==> src/rtl/jtag_shift_master.sv <==
// jtag_shift_master
//   Host-side JTAG initiator. Walks the TAP to Shift-DR, shifts one WIDTH-bit
//   word LSB first into the user data register, and returns the captured TDO word.
//
//   Optional feature macro: JTAG_MASTER_IRSCAN_EN
//     When defined, each transaction first loads USER_IR with an IR scan.
//
//   Ports
//     CLK, nRST      clock, asynchronous active-low reset
//     req_enq__ENA   request strobe (only while req_enq__RDY)
//     req_enq_v      word to shift into the DR
//     req_enq__RDY   idle in Run-Test/Idle, accepting a request
//     rsp_enq__ENA   response strobe, 1 CLK
//     rsp_enq_v      captured TDO word
//     rsp_enq__RDY   consumer can accept a response
//     TCK/TMS/TDI    JTAG outputs to the TAP
//     TDO            JTAG data from the TAP
module jtag_shift_master #(
  parameter int unsigned         WIDTH    = 32,
  parameter int unsigned         TCK_DIV  = 2,
  parameter int unsigned         IR_WIDTH = 6,
  parameter logic [IR_WIDTH-1:0] USER_IR  = 6'h02
) (
  input  logic             CLK,
  input  logic             nRST,
  input  logic             req_enq__ENA,
  input  logic [WIDTH-1:0] req_enq_v,
  output logic             req_enq__RDY,
  output logic             rsp_enq__ENA,
  output logic [WIDTH-1:0] rsp_enq_v,
  input  logic             rsp_enq__RDY,
  output logic             TCK,
  output logic             TMS,
  output logic             TDI,
  input  logic             TDO
);

  localparam int unsigned CNT_SPAN = ((WIDTH > IR_WIDTH) ? WIDTH : IR_WIDTH) + 6;
  localparam int unsigned CW       = $clog2(CNT_SPAN);
  localparam int unsigned DW       = $clog2(TCK_DIV) + 1;

  localparam logic [DW-1:0] DIV_RELOAD = DW'(TCK_DIV - 1);
  localparam logic [CW-1:0] INIT_LAST  = CW'(5);
  localparam logic [CW-1:0] HDR_LAST   = CW'(2);
  localparam logic [CW-1:0] SHIFT_LAST = CW'(WIDTH - 1);
  localparam logic [CW-1:0] TRL_LAST   = CW'(1);
`ifdef JTAG_MASTER_IRSCAN_EN
  localparam logic [CW-1:0] IR_SH_FIRST = CW'(4);
  localparam logic [CW-1:0] IR_SH_LAST  = CW'(IR_WIDTH + 3);
  localparam logic [CW-1:0] IR_LAST     = CW'(IR_WIDTH + 5);
`endif

  typedef enum logic [2:0] {
    ST_INIT,
    ST_IDLE,
`ifdef JTAG_MASTER_IRSCAN_EN
    ST_IR,
`endif
    ST_DR_HDR,
    ST_SHIFT,
    ST_DR_TRL,
    ST_RESP
  } state_t;

  state_t           r_state, w_state_nx;
  logic [CW-1:0]    r_cnt, w_cnt_nx;
  logic [DW-1:0]    r_div, w_div_nx;
  logic             r_tck, w_tck_nx;
  logic             r_tms, w_tms_nx;
  logic             r_tdi, w_tdi_nx;
  logic [WIDTH-1:0] r_sreg, w_sreg_nx;

  logic w_active;
  logic w_rise;
  logic w_end;
  logic w_start;
  logic w_cell_tms;
  logic w_cell_tdi;

`ifdef JTAG_MASTER_IRSCAN_EN
  logic [CW-1:0]       w_ir_idx;
  logic [IR_WIDTH-1:0] w_ir_bits;
`else
  logic w_unused_cfg;
  assign w_unused_cfg = ^USER_IR;
`endif

  always_ff @(posedge CLK or negedge nRST) begin
    if (!nRST) begin
      // Reset leaves cell 0 of INIT already started (TMS=1, TCK low).
      r_state <= ST_INIT;
      r_cnt   <= '0;
      r_div   <= DIV_RELOAD;
      r_tck   <= 1'b0;
      r_tms   <= 1'b1;
      r_tdi   <= 1'b0;
      r_sreg  <= '0;
    end else begin
      r_state <= w_state_nx;
      r_cnt   <= w_cnt_nx;
      r_div   <= w_div_nx;
      r_tck   <= w_tck_nx;
      r_tms   <= w_tms_nx;
      r_tdi   <= w_tdi_nx;
      r_sreg  <= w_sreg_nx;
    end
  end

  always_comb begin
    w_active   = (r_state != ST_IDLE) && (r_state != ST_RESP);
    w_rise     = w_active && !r_tck && (r_div == '0);
    w_end      = w_active &&  r_tck && (r_div == '0);

    w_state_nx = r_state;
    w_cnt_nx   = r_cnt;
    w_div_nx   = r_div;
    w_tck_nx   = r_tck;
    w_tms_nx   = r_tms;
    w_tdi_nx   = r_tdi;
    w_sreg_nx  = r_sreg;
    w_start    = 1'b0;
    w_cell_tms = 1'b0;
    w_cell_tdi = 1'b0;
`ifdef JTAG_MASTER_IRSCAN_EN
    w_ir_idx   = '0;
    w_ir_bits  = '0;
`endif

    // Half-period divider and TCK rise; TDO is sampled on the rising CLK.
    if (w_active && (r_div != '0)) begin
      w_div_nx = r_div - 1'b1;
    end
    if (w_rise) begin
      w_tck_nx = 1'b1;
      w_div_nx = DIV_RELOAD;
      if (r_state == ST_SHIFT) begin
        w_sreg_nx = {TDO, r_sreg[WIDTH-1:1]};
      end
    end
    if (w_end) begin
      w_tck_nx = 1'b0;
      w_tdi_nx = 1'b0;
    end

    // Phase sequencing: each scan state runs a fixed number of cells.
    case (r_state)
      ST_INIT: begin
        if (w_end) begin
          if (r_cnt == INIT_LAST) begin
            w_state_nx = ST_IDLE;
            w_cnt_nx   = '0;
          end else begin
            w_cnt_nx = r_cnt + 1'b1;
            w_start  = 1'b1;
          end
        end
      end
      ST_IDLE: begin
        if (req_enq__ENA) begin
          w_sreg_nx = req_enq_v;
          w_cnt_nx  = '0;
          w_start   = 1'b1;
`ifdef JTAG_MASTER_IRSCAN_EN
          w_state_nx = ST_IR;
`else
          w_state_nx = ST_DR_HDR;
`endif
        end
      end
`ifdef JTAG_MASTER_IRSCAN_EN
      ST_IR: begin
        if (w_end) begin
          w_start = 1'b1;
          if (r_cnt == IR_LAST) begin
            w_state_nx = ST_DR_HDR;
            w_cnt_nx   = '0;
          end else begin
            w_cnt_nx = r_cnt + 1'b1;
          end
        end
      end
`endif
      ST_DR_HDR: begin
        if (w_end) begin
          w_start = 1'b1;
          if (r_cnt == HDR_LAST) begin
            w_state_nx = ST_SHIFT;
            w_cnt_nx   = '0;
          end else begin
            w_cnt_nx = r_cnt + 1'b1;
          end
        end
      end
      ST_SHIFT: begin
        if (w_end) begin
          w_start = 1'b1;
          if (r_cnt == SHIFT_LAST) begin
            w_state_nx = ST_DR_TRL;
            w_cnt_nx   = '0;
          end else begin
            w_cnt_nx = r_cnt + 1'b1;
          end
        end
      end
      ST_DR_TRL: begin
        if (w_end) begin
          if (r_cnt == TRL_LAST) begin
            w_state_nx = ST_RESP;
            w_cnt_nx   = '0;
          end else begin
            w_cnt_nx = r_cnt + 1'b1;
            w_start  = 1'b1;
          end
        end
      end
      ST_RESP: begin
        if (rsp_enq__RDY) begin
          w_state_nx = ST_IDLE;
        end
      end
      default: begin
        w_state_nx = ST_INIT;
        w_cnt_nx   = '0;
      end
    endcase

    // TMS/TDI for the cell being started, from the phase and cell index it starts in.
    case (w_state_nx)
      ST_INIT: begin
        w_cell_tms = (w_cnt_nx != INIT_LAST);
      end
`ifdef JTAG_MASTER_IRSCAN_EN
      ST_IR: begin
        if (w_cnt_nx < IR_SH_FIRST) begin
          w_cell_tms = (w_cnt_nx < CW'(2));
        end else if (w_cnt_nx <= IR_SH_LAST) begin
          w_ir_idx   = w_cnt_nx - IR_SH_FIRST;
          w_ir_bits  = USER_IR >> w_ir_idx;
          w_cell_tms = (w_cnt_nx == IR_SH_LAST);
          w_cell_tdi = w_ir_bits[0];
        end else begin
          w_cell_tms = (w_cnt_nx != IR_LAST);
        end
      end
`endif
      ST_DR_HDR: begin
        w_cell_tms = (w_cnt_nx == '0);
      end
      ST_SHIFT: begin
        w_cell_tms = (w_cnt_nx == SHIFT_LAST);
        w_cell_tdi = r_sreg[0];
      end
      ST_DR_TRL: begin
        w_cell_tms = (w_cnt_nx == '0);
      end
      default: begin
        w_cell_tms = 1'b0;
        w_cell_tdi = 1'b0;
      end
    endcase

    if (w_start) begin
      w_tck_nx = 1'b0;
      w_div_nx = DIV_RELOAD;
      w_tms_nx = w_cell_tms;
      w_tdi_nx = w_cell_tdi;
    end
  end

  assign TCK          = r_tck;
  assign TMS          = r_tms;
  assign TDI          = r_tdi;
  assign rsp_enq_v    = r_sreg;
  assign req_enq__RDY = (r_state == ST_IDLE);
  assign rsp_enq__ENA = (r_state == ST_RESP) && rsp_enq__RDY;

endmodule
==> config.mk <==
export PLATFORM = sky130hd
export DESIGN_NAME = jtag_shift_master
export DESIGN_NICKNAME = d
export VERILOG_FILES = /design/src/rtl/jtag_shift_master.sv
export SDC_FILE = /design/constraint.sdc
export NUM_CORES = 1
export LEC_CHECK = 0
export CAP_MARGIN = 20
export CORE_MARGIN = 4
export CORE_UTILIZATION = 38
export DETAILED_ROUTE_END_ITERATION = 16
export PLACE_DENSITY = 0.66
export SLEW_MARGIN = 20
export SYNTH_ARGS = -nofsm -noshare
export SYNTH_HDL_FRONTEND = slang
export SYNTH_SLANG_ARGS = --single-unit
==> constraint.sdc <==
create_clock -name CLK -period 5.61 [get_ports CLK]
set_input_delay 1.122 -clock CLK [delete_from_list [all_inputs] [get_ports CLK]]
set_output_delay 1.122 -clock CLK [all_outputs]
set_load 0.005 [all_outputs]
======== Word-level counts from Yosys, hierarchy flattened ========
Index checks and enable logic that the tools add are counted.
storage, ports and cells
  flip-flop bits (word level) ............. 46
  output and inout bits ................... 37
  word-level logic and storage cells ...... 85
cells by class
  add/subtract/negate cells ............... 2
  equality and inequality tests ........... 16
  muxes and demuxes ....................... 42
  reductions and logical operators ........ 18
operators by type and width
  kind                   number
  $mux W32               4
  $mux W6                9
  $pmux W6 S6            1
  $mux W3                10
  $pmux W3 S6            1
  $eq A3 B2 Y1 const B   4
  $eq A6 B5 Y1 const B   2
  $mux W1                12
  $eq A3 B3 Y1 const B   3
  $logic_and A1 B1 Y1    7
  $add A6 B1 Y6 const B  1
  $eq A6 B1 Y1 const B   1
  $eq A6 B2 Y1 const B   1
  $eq A6 B3 Y1 const B   1
  $logic_not A3 Y1       2
  $logic_not A6 Y1       1
  $mux W2                3
  $ne A6 B3 Y1 const B   1
  $reduce_bool A3 Y1     2
  $pmux W1 S4            1
  $reduce_bool A2 Y1     2
  $reduce_or A2 Y1       2
  $eq A3 B1 Y1 const B   1
  $ne A3 B1 Y1 const B   1
  5 further kinds        5

======== Longest topological paths before layout ========
Gate-level depths: netlist of the first run.
  word-level depth ........................ 9
  depth in mapped cells ................... 10

======== Least setup slack after synthesis of the first run ========
No wires, ideal clock.
  path type ............................... input to register
  start point ............................. in req_enq__ENA
  end point ............................... reg r_tms (netlist: TMS)
  library setup time ...................... 0.091 ns
  arrival time ............................ 2.579 ns
  slack ................................... 2.941 ns
  stages on the path ...................... 7
  path buffers ............................ 0
  path through ............................ nor2b_1 -> nor2_1 -> o41ai_1 -> a21oi_2 -> or3_1 -> o211a_1 -> o31ai_1
between the ends
  elaborated cells on any way between the ends .. 15
  classes of those cells .................. 5 x eq/ne; 7 x mux; 3 x reduce/logical
RTL lines
  item                                  line  text
  from (decl)                           26    input logic req_enq__ENA,
  $mux W6 *                             159   if (req_enq__ENA) begin
  $pmux W6 S6 *                         146   case (r_state)
  net w_cnt_nx[3]                       66    logic [CW-1:0] r_cnt, w_cnt_nx;
  $eq A6 B5 Y1 (tied with other cells)  250   w_cell_tms = (w_cnt_nx == SHIFT_LAST);
  $pmux W1 S3 *                         228   case (w_state_nx)
  to (signal assigned)                  103   r_tms <= w_tms_nx;
  to (decl)                             69    logic r_tms, w_tms_nx;
The timed path passes the listed nets; every way through them passes the cells marked *.
A chain may end at the register's enable or synchronous reset.

======== Final worst setup path of the first run ========
  start point ............................. in rsp_enq__RDY
  end point ............................... out rsp_enq__ENA
between the ends
  longest elaborated chain between the ends .. 1
ends and longest elaborated chain
  item                 line  text
  from (decl)          31    input logic rsp_enq__RDY,
  $logic_and A1 B1 Y1  275   assign rsp_enq__ENA = (r_state == ST_RESP) && rsp_enq__RDY;
  to (decl)            29    output logic rsp_enq__ENA,
Every way passes these cells.

==> impl_metrics.ini, run 1 <==
[status]
status = finished, final reports clean

[layout]
multiInputGateArea_mm2 = 0.00139
nets = 384
nFillCells = 630
drive_above_1_share_pct = 7.56
post-route-util_pct = 51.8
synthToLayoutAreaGrowth_pct = 32.7
final_area_mm2 = 0.00352
antenna_cells = 0
seq_area_mm2 = 0.00115

[clock_tree]
cts_buffers = 5
clkTransAtPathRegs_ns = 0.08
htree_levels = 2
clk_path_buf_depth = 2
cts_root_buf = clkbuf_8
cts_resized = 0
post-cts-setup-buffers = 0
cts_tree = done
clock_sinks = 46
holdBufCountCts = 0
clk_latency_ns = 0.29

[die]
die_area_mm2 = 0.00838
num_rows = 30
ioPinCount = 74
start_util_pct = 39.0
die_y_um = 91.6
coreArea_mm2 = 0.00679
fp.dieW_um = 91.6

[placement]
place_ws_ns = 2.24
gp_congestion = 0.869
placed_area_mm2 = 0.00343
dp_hpwl_um = 4830
portBuffers = 73

[grt]
grt_pass1_vias = 2222
grt_overflow = 0
antenna_found_initial = 0
grt_max_degree = 67
grt_pass1_wl_um = 10900
grtUsageTotal_pct = 15.9

[hold_path]
hp-class = reg -> reg

[logic_synthesis]
yosys.area.top_type = dfrtp_1
syn_nets = 320
synthArstFlopShare_pct = 100
syn_area_per_cell_um2 = 9.51
ys_ff_latch = 46
synth_common_cells = dfrtp_1, nand2_1, o21ai_0, mux2i_1, clkbuf_1
synth-edff-count = 0
synthTopCellsByArea = dfrtp_1, mux2i_1, o21ai_0
yosysSeqAreaShare_pct = 43.5
synth-compound-area-share_pct = 19.7
synth_simple_gate_area_share_pct = 17.4
synth_top_family_by_area = compound AO/OA/AOI/OAI gates
yosysWarningCount = 0
syn_area_mm2 = 0.00265
synth_cell_types = 55
synth_top_area_share_pct = 41.5
synth_ff_type = dfrtp_1
synth_mux_area_share_pct = 12.5
synthXorXnorAreaFrac_pct = 0.660
syn_inst = 279
synthAdderAreaFrac_pct = 1.89
yosysMostFrequentCell = dfrtp_1

[timing]
fin_crit_sh_pct = 60.0
tns_ns = 0
final.setup_skew_ns = 0.00629
tightest_slew_ns = 0.630
setup_violations = 0
slew_headroom_pct = 57.9
max_freq_mhz = 297
setup_slack_ns = 2.24
hold_violations = 0
rsz0062_at_grt = no
maxSlewViolCount = 0
fin_crit_ns = 3.37

[setup_path]
required_ns = 4.49
path_class = in -> out
critPathArrivalTime_ns = 2.24
start_kind = primary input
slowest_delay_ns = 0.49
critical_path.cell_chain = clkdlybuf4s50_1, and3_1, clkdlybuf4s50_1
slowest_stage = clkdlybuf4s50_1
cp_common_cell = clkdlybuf4s50_1
cp_top_family = buffers and inverters
crit_fanout = 2
cp_num_buf_inv = 2
endpoint_kind = primary output

[drt]
vias = 2334
ant_nets = 0
firstDrtPassIters = 4
wire_per_inst_um = 15.3
viasPerCell = 5.30
drc = 0
routed_wl_um = 6740
drt_iter0_drc = 75

[power]
p_leak_uw = 0.00128
p_per_area_mw_per_mm2 = 430
ir_drop_mv = 0.235
power_uw = 1510

[run]
drv_cap = 0
-- kinds of logic after synthesis --
family	Yosys count
simple gates	89
compound gates	78
flops	46
mux	33
buf+inv	27
fa+ha+maj	4
xor+xnor	2
-- through the flow --
| step | cells | hold WS (ns) |
|---|---|---|
| final | 440 | 0.558 |
| after detailed placement | 432 | 0.541 |
| after global placement | 432 | 0.519 |
| after floorplan | 279 | 0.498 |
| after CTS | 440 | 0.556 |
| after global routing | 440 | 0.588 |
-- metal layers --
metal,vias up,GRT usage (%),part of all wire (%)
li1,1128,-,-
met1,1100,21.8,45
met2,99,23.6,44
met3,7,5.63,9.5
met4,0,4.15,1.1
met5,-,0,0
-- layout by cell type, fill, tap and decap left out, types with 2 or more instances in the layout --
master           netlist  layout
clkdlybuf4s50_1        0      72
dfrtp_1               44      44
nand2_1               41      41
o21ai_0               36      36
mux2i_1               33      33
inv_1                  9       9
a21oi_1                9       9
nor2_1                 8       8
nor3_1                 6       6
nand2b_1               5       5
nor2b_1                5       5
nand3_1                5       5
clkbuf_8               0       5
a211oi_1               4       4
ha_1                   4       4
and2_1                 3       3
a31oi_1                3       3
o31ai_1                3       3
buf_4                  0       3
dfstp_2                2       2
nand3b_1               2       2
a21oi_2                2       2
and3_1                 2       2
nand4_1                2       2
o21bai_1               2       2
or3_1                  2       2
clkbuf_1              10       2
-- tightest hold or removal path: stages, from the launching register on --
cell and delay, ns:
dfstp_2 0.38, o21ai_0 0.07, o211ai_1 0.09
-- power breakdown --
| group | switching, uW | internal (uW) | leakage (uW) | total [uW] |
|---|---|---|---|---|
| logic | 312 | 397 | 0.000715 | 708 |
| registers | 137 | 472 | 0.000528 | 609 |
| clock network | 107 | 88.3 | 0.0000385 | 195 |
-- path summary, 6_finish.rpt --
kind,start,endpoint,slack (ns),cells after the start
setup reg to reg,r_div[1]$_DFFE_PN0P_,TMS$_DFFE_PN1P_,2.87,9
max in group asynchronous,nRST,r_div[0]$_DFFE_PN1P_,4.40,1
hold reg to reg,r_div[0]$_DFFE_PN1P_,r_div[0]$_DFFE_PN1P_,0.56,2
min in group asynchronous,nRST,rsp_enq_v[23]$_DFF_PN0_,0.83,1
setup / recovery,rsp_enq__RDY,rsp_enq__ENA,2.24,3
hold / removal,r_div[0]$_DFFE_PN1P_,r_div[0]$_DFFE_PN1P_,0.56,2
-- state kept, by name, summed over array words and instances (netlist names) --
register,flops
rsp_enq_v,32
r_cnt,6
r_state,3
r_div,2
TCK,1
TDI,1
TMS,1
-- layout make-up --
class	count	share of cell area, %
timing repair buffer	75	21.1
clock inverter	1	0.213
multi-input combinational	206	39.4
inverter	9	0.959
clock buffer	7	2.17
tap	96	3.41
sequential	46	32.8
Note: power is estimated with default switching activity, not from simulation.
==> run 2: changes to the inputs <==
- PLACE_DENSITY: 0.66 -> 0.68
- clock period: 5.61 -> 3 ns (I/O delays scaled with it)
==> run 2 against run 1 <==
Effect of this change:
- register-to-register slack worse by 2.6 ns
- sequential share of layout area down 0.45 points
- final area up 1.4%
- routed wire length up 0.93%
- highest routed layer unchanged
- combinational power up 91%
- worst hold slack worse by 0.26 ns
- count of clock-buffer cells in the layout down 1
- worst setup slack worse by 1.9 ns
- power up 90%
- non-clock buffer count up 5
- clock skew up 0.00075 ns
- clock power up 100%
==> impl_metrics.ini, run 2 (synthesized netlist as in run 1, its figures left out) <==
[clock_tree]
cts_buffers = 5
cts_tree = done
post-cts-setup-buffers = 0
clkTransAtPathRegs_ns = 0.09
holdBufCountCts = 0
clock_sinks = 46
clk_latency_ns = 0.29
cts_resized = 0
htree_levels = 2
cts_root_buf = clkbuf_8
clk_path_buf_depth = 2

[power]
p_per_area_mw_per_mm2 = 807
ir_drop_mv = 0.435
p_leak_uw = 0.00132

[layout]
post-route-util_pct = 52.5
mostFrequentLayoutCells = clkdlybuf4s50_1, dfrtp_1, nand2_1, o21ai_0, mux2i_1
seq_area_mm2 = 0.00115
largest_register_ffs = 32
nFillCells = 629
drive_above_1_share_pct = 9.46
synthToLayoutAreaGrowth_pct = 34.6
multiInputGateArea_mm2 = 0.00139
layout_commonest_cell = clkdlybuf4s50_1
nets = 389
antenna_cells = 0

[drt]
drc = 0
ant_nets = 0
wire_per_inst_um = 15.3
vias = 2334
drt_iter0_drc = 142
firstDrtPassIters = 4
routed_wl_um = 6800
viasPerCell = 5.24

[setup_path]
crit_fanout = 11
slowest_delay_ns = 0.54
endpoint_kind = flip-flop
cp-startpoint = r_div[0]$_DFFE_PN1P_
start_kind = flip-flop
slowest_stage = dfstp_2
r2r_slack_ns = 0.31
critPathArrivalTime_ns = 2.89
rr_worst_depth = 9
worstReg2RegEnd = TMS$_DFFE_PN1P_
required_ns = 3.21
critical_path.cell_chain = inv_1, ha_1, and2_1, a31oi_2, a211oi_1, a221oi_2, nand4b_1, o211a_1, o31ai_1
path_class = reg -> reg
worstReg2RegStart = r_div[0]$_DFFE_PN1P_

[die]
start_util_pct = 39.0
die_area_mm2 = 0.00838
coreArea_mm2 = 0.00679
die_y_um = 91.6
num_rows = 30
ioPinCount = 74
fp.dieW_um = 91.6

[timing]
hold_violations = 0
maxSlewViolCount = 0
max_freq_mhz = 372
fin_crit_ns = 2.69
rsz0062_at_grt = no
tns_ns = 0
tightest_slew_ns = 0.577
final.setup_skew_ns = 0.00705
setup_violations = 0
fin_crit_sh_pct = 89.6
slew_headroom_pct = 61.6

[grt]
grt_max_degree = 65
grt_overflow = 0
grt_pass1_vias = 2354
antenna_found_initial = 0
grt_pass1_wl_um = 11400
grtUsageTotal_pct = 16.4

[placement]
portBuffers = 73
gp_congestion = 0.975
dp_hpwl_um = 4850

[status]
status = finished, final reports clean

[hold_path]
hp-class = in -> async

[run]
drv_cap = 0
==> run 2: through the flow <==
stage,total power (uW),cells,worst slack [ns],hold WS (ns),cell area (um2)
floorplan,1800,279,0.708,0.304,2650
global placement,2470,437,0.192,0.515,3470
global route,3100,445,0.0812,0.350,3570
finish,2880,445,0.311,0.299,3570
CTS,2910,445,0.340,0.519,3570
detailed placement,2490,437,0.0957,0.526,3470
==> run 2: layout make-up <==
type / count / area share [%]
Clock inverter: 2 / 0.351
Sequential cell: 46 / 32.3
Timing Repair Buffer: 80 / 21.9
Multi-Input combinational cell: 206 / 38.8
Clock buffer: 6 / 2.31
Tap cell: 96 / 3.36
Inverter: 9 / 0.946
==> run 2: worst max-delay path by stage <==
stage                           end  slack (ns)
floorplan           TMS$_DFFE_PN1P_        0.71
global placement    TMS$_DFFE_PN1P_        0.19
detailed placement  TMS$_DFFE_PN1P_         0.1
CTS                 TMS$_DFFE_PN1P_        0.34
global route        TMS$_DFFE_PN1P_        0.08
finish              TMS$_DFFE_PN1P_        0.31
==> run 2: worst max-delay path, delay by kind of cell, from the launching register on <==
| family | cells | cell delay, ns |
|---|---|---|
| flops | 1 | 0.54 |
| buf+inv | 1 | 0.04 |
| compound gates | 5 | 1.33 |
| simple gates | 2 | 0.46 |
| fa+ha+maj | 1 | 0.25 |
==> run 2: power by group <==
part	internal (uW)	switching, uW	total, uW	leakage [uW]
Clock	185	212	398	0.0000472
Sequential	882	247	1130	0.000528
Combinational	761	593	1350	0.000740
Total	1830	1050	2880	0.00132
==> run 2: routing by layer <==
metal  up-vias  wire (um)  track usage (%)
met2        91       3070             25.5
met1      1100       3020             21.5
met4         0         87             5.03
met5         -          0                0
li1       1133          -                -
met3        10        629             5.72
==> run 3: changes to the inputs <==
- CORE_UTILIZATION: 38 -> 49
- DONT_BUFFER_PORTS: not set -> 1
- PLACE_DENSITY: 0.68 -> 0.66
==> run 3 against run 2 <==
Effect of this change:
- count of clock-buffer cells in the layout unchanged
- largest power group is now registers
- via count decreased by 12%
- non-clock buffer count decreased by 75
- critical endpoint unchanged
- critical path depth unchanged
- power decreased by 14%
- sequential power increased by 5%
- clock skew about the same
==> impl_metrics.ini, run 3 (synthesized netlist as in run 1, its figures left out) <==
[hold_path]
hp-class = in -> async

[die]
ioPinCount = 74
fp.dieW_um = 81.6
die_y_um = 81.6
start_util_pct = 51.3
num_rows = 26
coreArea_mm2 = 0.00517
die_area_mm2 = 0.00665

[setup_path]
cp_num_buf_inv = 1
required_ns = 3.20
slowest_stage = and2_1
crit_fanout = 11
critical_path.cell_chain = inv_1, ha_1, and2_1, a31oi_2, a211oi_1, a221oi_2, or3_1, o211a_1, o31ai_1
start_kind = flip-flop
path_class = reg -> reg
endpoint_kind = flip-flop
critPathArrivalTime_ns = 2.85
cp_top_family = compound AO/OA/AOI/OAI gates
slowest_delay_ns = 0.41

[grt]
antenna_found_initial = 0
grt_max_degree = 65
grt_pass1_vias = 2015
grtUsageTotal_pct = 19.7
grt_overflow = 0
grt_pass1_wl_um = 10100

[drt]
drc = 0
drt_iter0_drc = 98
routed_wl_um = 6160
vias = 2048
viasPerCell = 5.95
wire_per_inst_um = 17.9
firstDrtPassIters = 4
ant_nets = 0

[status]
status = finished, final reports clean

[layout]
largest_register_ffs = 32
post-route-util_pct = 54.7
nets = 314
nFillCells = 446
synthToLayoutAreaGrowth_pct = 6.65
drive_above_1_share_pct = 10.6
antenna_cells = 0
mostFrequentLayoutCells = dfrtp_1, nand2_1, o21ai_0, mux2i_1
layout_commonest_cell = dfrtp_1

[timing]
setup_violations = 0
fin_crit_ns = 2.65
final.setup_skew_ns = 0.00745
slew_headroom_pct = 59.8
maxSlewViolCount = 0
rsz0062_at_grt = no
max_freq_mhz = 377
fin_crit_sh_pct = 88.3
holdWs_ns = 0.140
hold_violations = 0
tightest_slew_ns = 0.601
tns_ns = 0

[clock_tree]
htree_levels = 2
cts_tree = done
cts_buffers = 5
cts_root_buf = clkbuf_8
clkTransAtPathRegs_ns = 0.08
clock_sinks = 46
clk_latency_ns = 0.29
clk_path_buf_depth = 2
cts_resized = 0
post-cts-setup-buffers = 0

[power]
seqPwrFrac_pct = 47.9
internal_power_uw = 1510
swShare_pct = 39.3
p_leak_uw = 0.00103
p_clk_share_pct = 18.2
ir_drop_mv = 0.535
p_comb_share_pct = 34.0
p_sw_uw = 973
p_per_area_mw_per_mm2 = 876

[placement]
dp_hpwl_um = 4420
gp_congestion = 0.951
portBuffers = 0

[run]
drv_cap = 0
[run 3: cell types whose count changed in the layout (fill, tap and decap cells not counted)]
cell / before / now
clkbuf_1: 0 / 1
clkbuf_8: 6 / 5
clkdlybuf4s50_1: 72 / 0
bufinv_16: 0 / 1
clkinv_2: 1 / 0
buf_16: 0 / 1
buf_4: 8 / 4
[run 3: timing repair]
item | 4_1_cts | 5_1_grt
hold buffers | 1 | 0
endpoints found under the setup margin | 0 | 0
hold endpoints to repair | 44 | 0
[run 3: per-layer routing]
metal	GRT usage, %	share of wire [%]	vias to the layer above
li1	-	-	996
met1	26.0	43	962
met2	30.5	46	77
met3	6.03	8.8	13
met4	7.31	2.1	0
met5	0	0	-
[run 3: power by group through the flow]
stage	Sequential (uW)	Combinational [uW]	Clock (uW)
CTS	1190	846	463
global route	1230	973	485
floorplan	1090	709	0
global placement	1200	803	0
detailed placement	1200	828	0
finish	1190	843	450
[run 3: path summary, 6_finish.rpt]
check / start / to / slack [ns] / depth (start not counted)
setup / recovery: r_div[1]$_DFFE_PN0P_ / TMS$_DFFE_PN1P_ / 0.35 / 9
hold / removal: nRST / rsp_enq_v[8]$_DFF_PN0_ / 0.14 / 1
setup reg to reg: r_div[1]$_DFFE_PN0P_ / TMS$_DFFE_PN1P_ / 0.35 / 9
hold reg to reg: r_div[0]$_DFFE_PN1P_ / r_div[0]$_DFFE_PN1P_ / 0.53 / 2
max in group asynchronous: nRST / rsp_enq_v[4]$_DFF_PN0_ / 2.66 / 1
min in group CLK: req_enq_v[8] / rsp_enq_v[8]$_DFF_PN0_ / 0.42 / 2
[run 3: final cells by class]
cell class	instances	area, um2	area share, %
Multi-Input combinational cell	206	1390	49.0
Sequential cell	46	1150	40.8
Tap cell	70	87.6	3.10
Clock buffer	6	72.6	2.57
Timing Repair Buffer	5	57.6	2.03
Clock inverter	2	37.5	1.33
Inverter	9	33.8	1.19
[run 3: stage by stage]
stage / power [uW] / setup WS, ns / cell area [um2] / std cells
floorplan: 1800 / 0.708 / 2650 / 279
global placement: 2000 / 0.458 / 2690 / 335
detailed placement: 2030 / 0.376 / 2690 / 335
CTS: 2500 / 0.359 / 2830 / 344
global route: 2690 / 0.173 / 2830 / 344
finish: 2480 / 0.350 / 2830 / 344
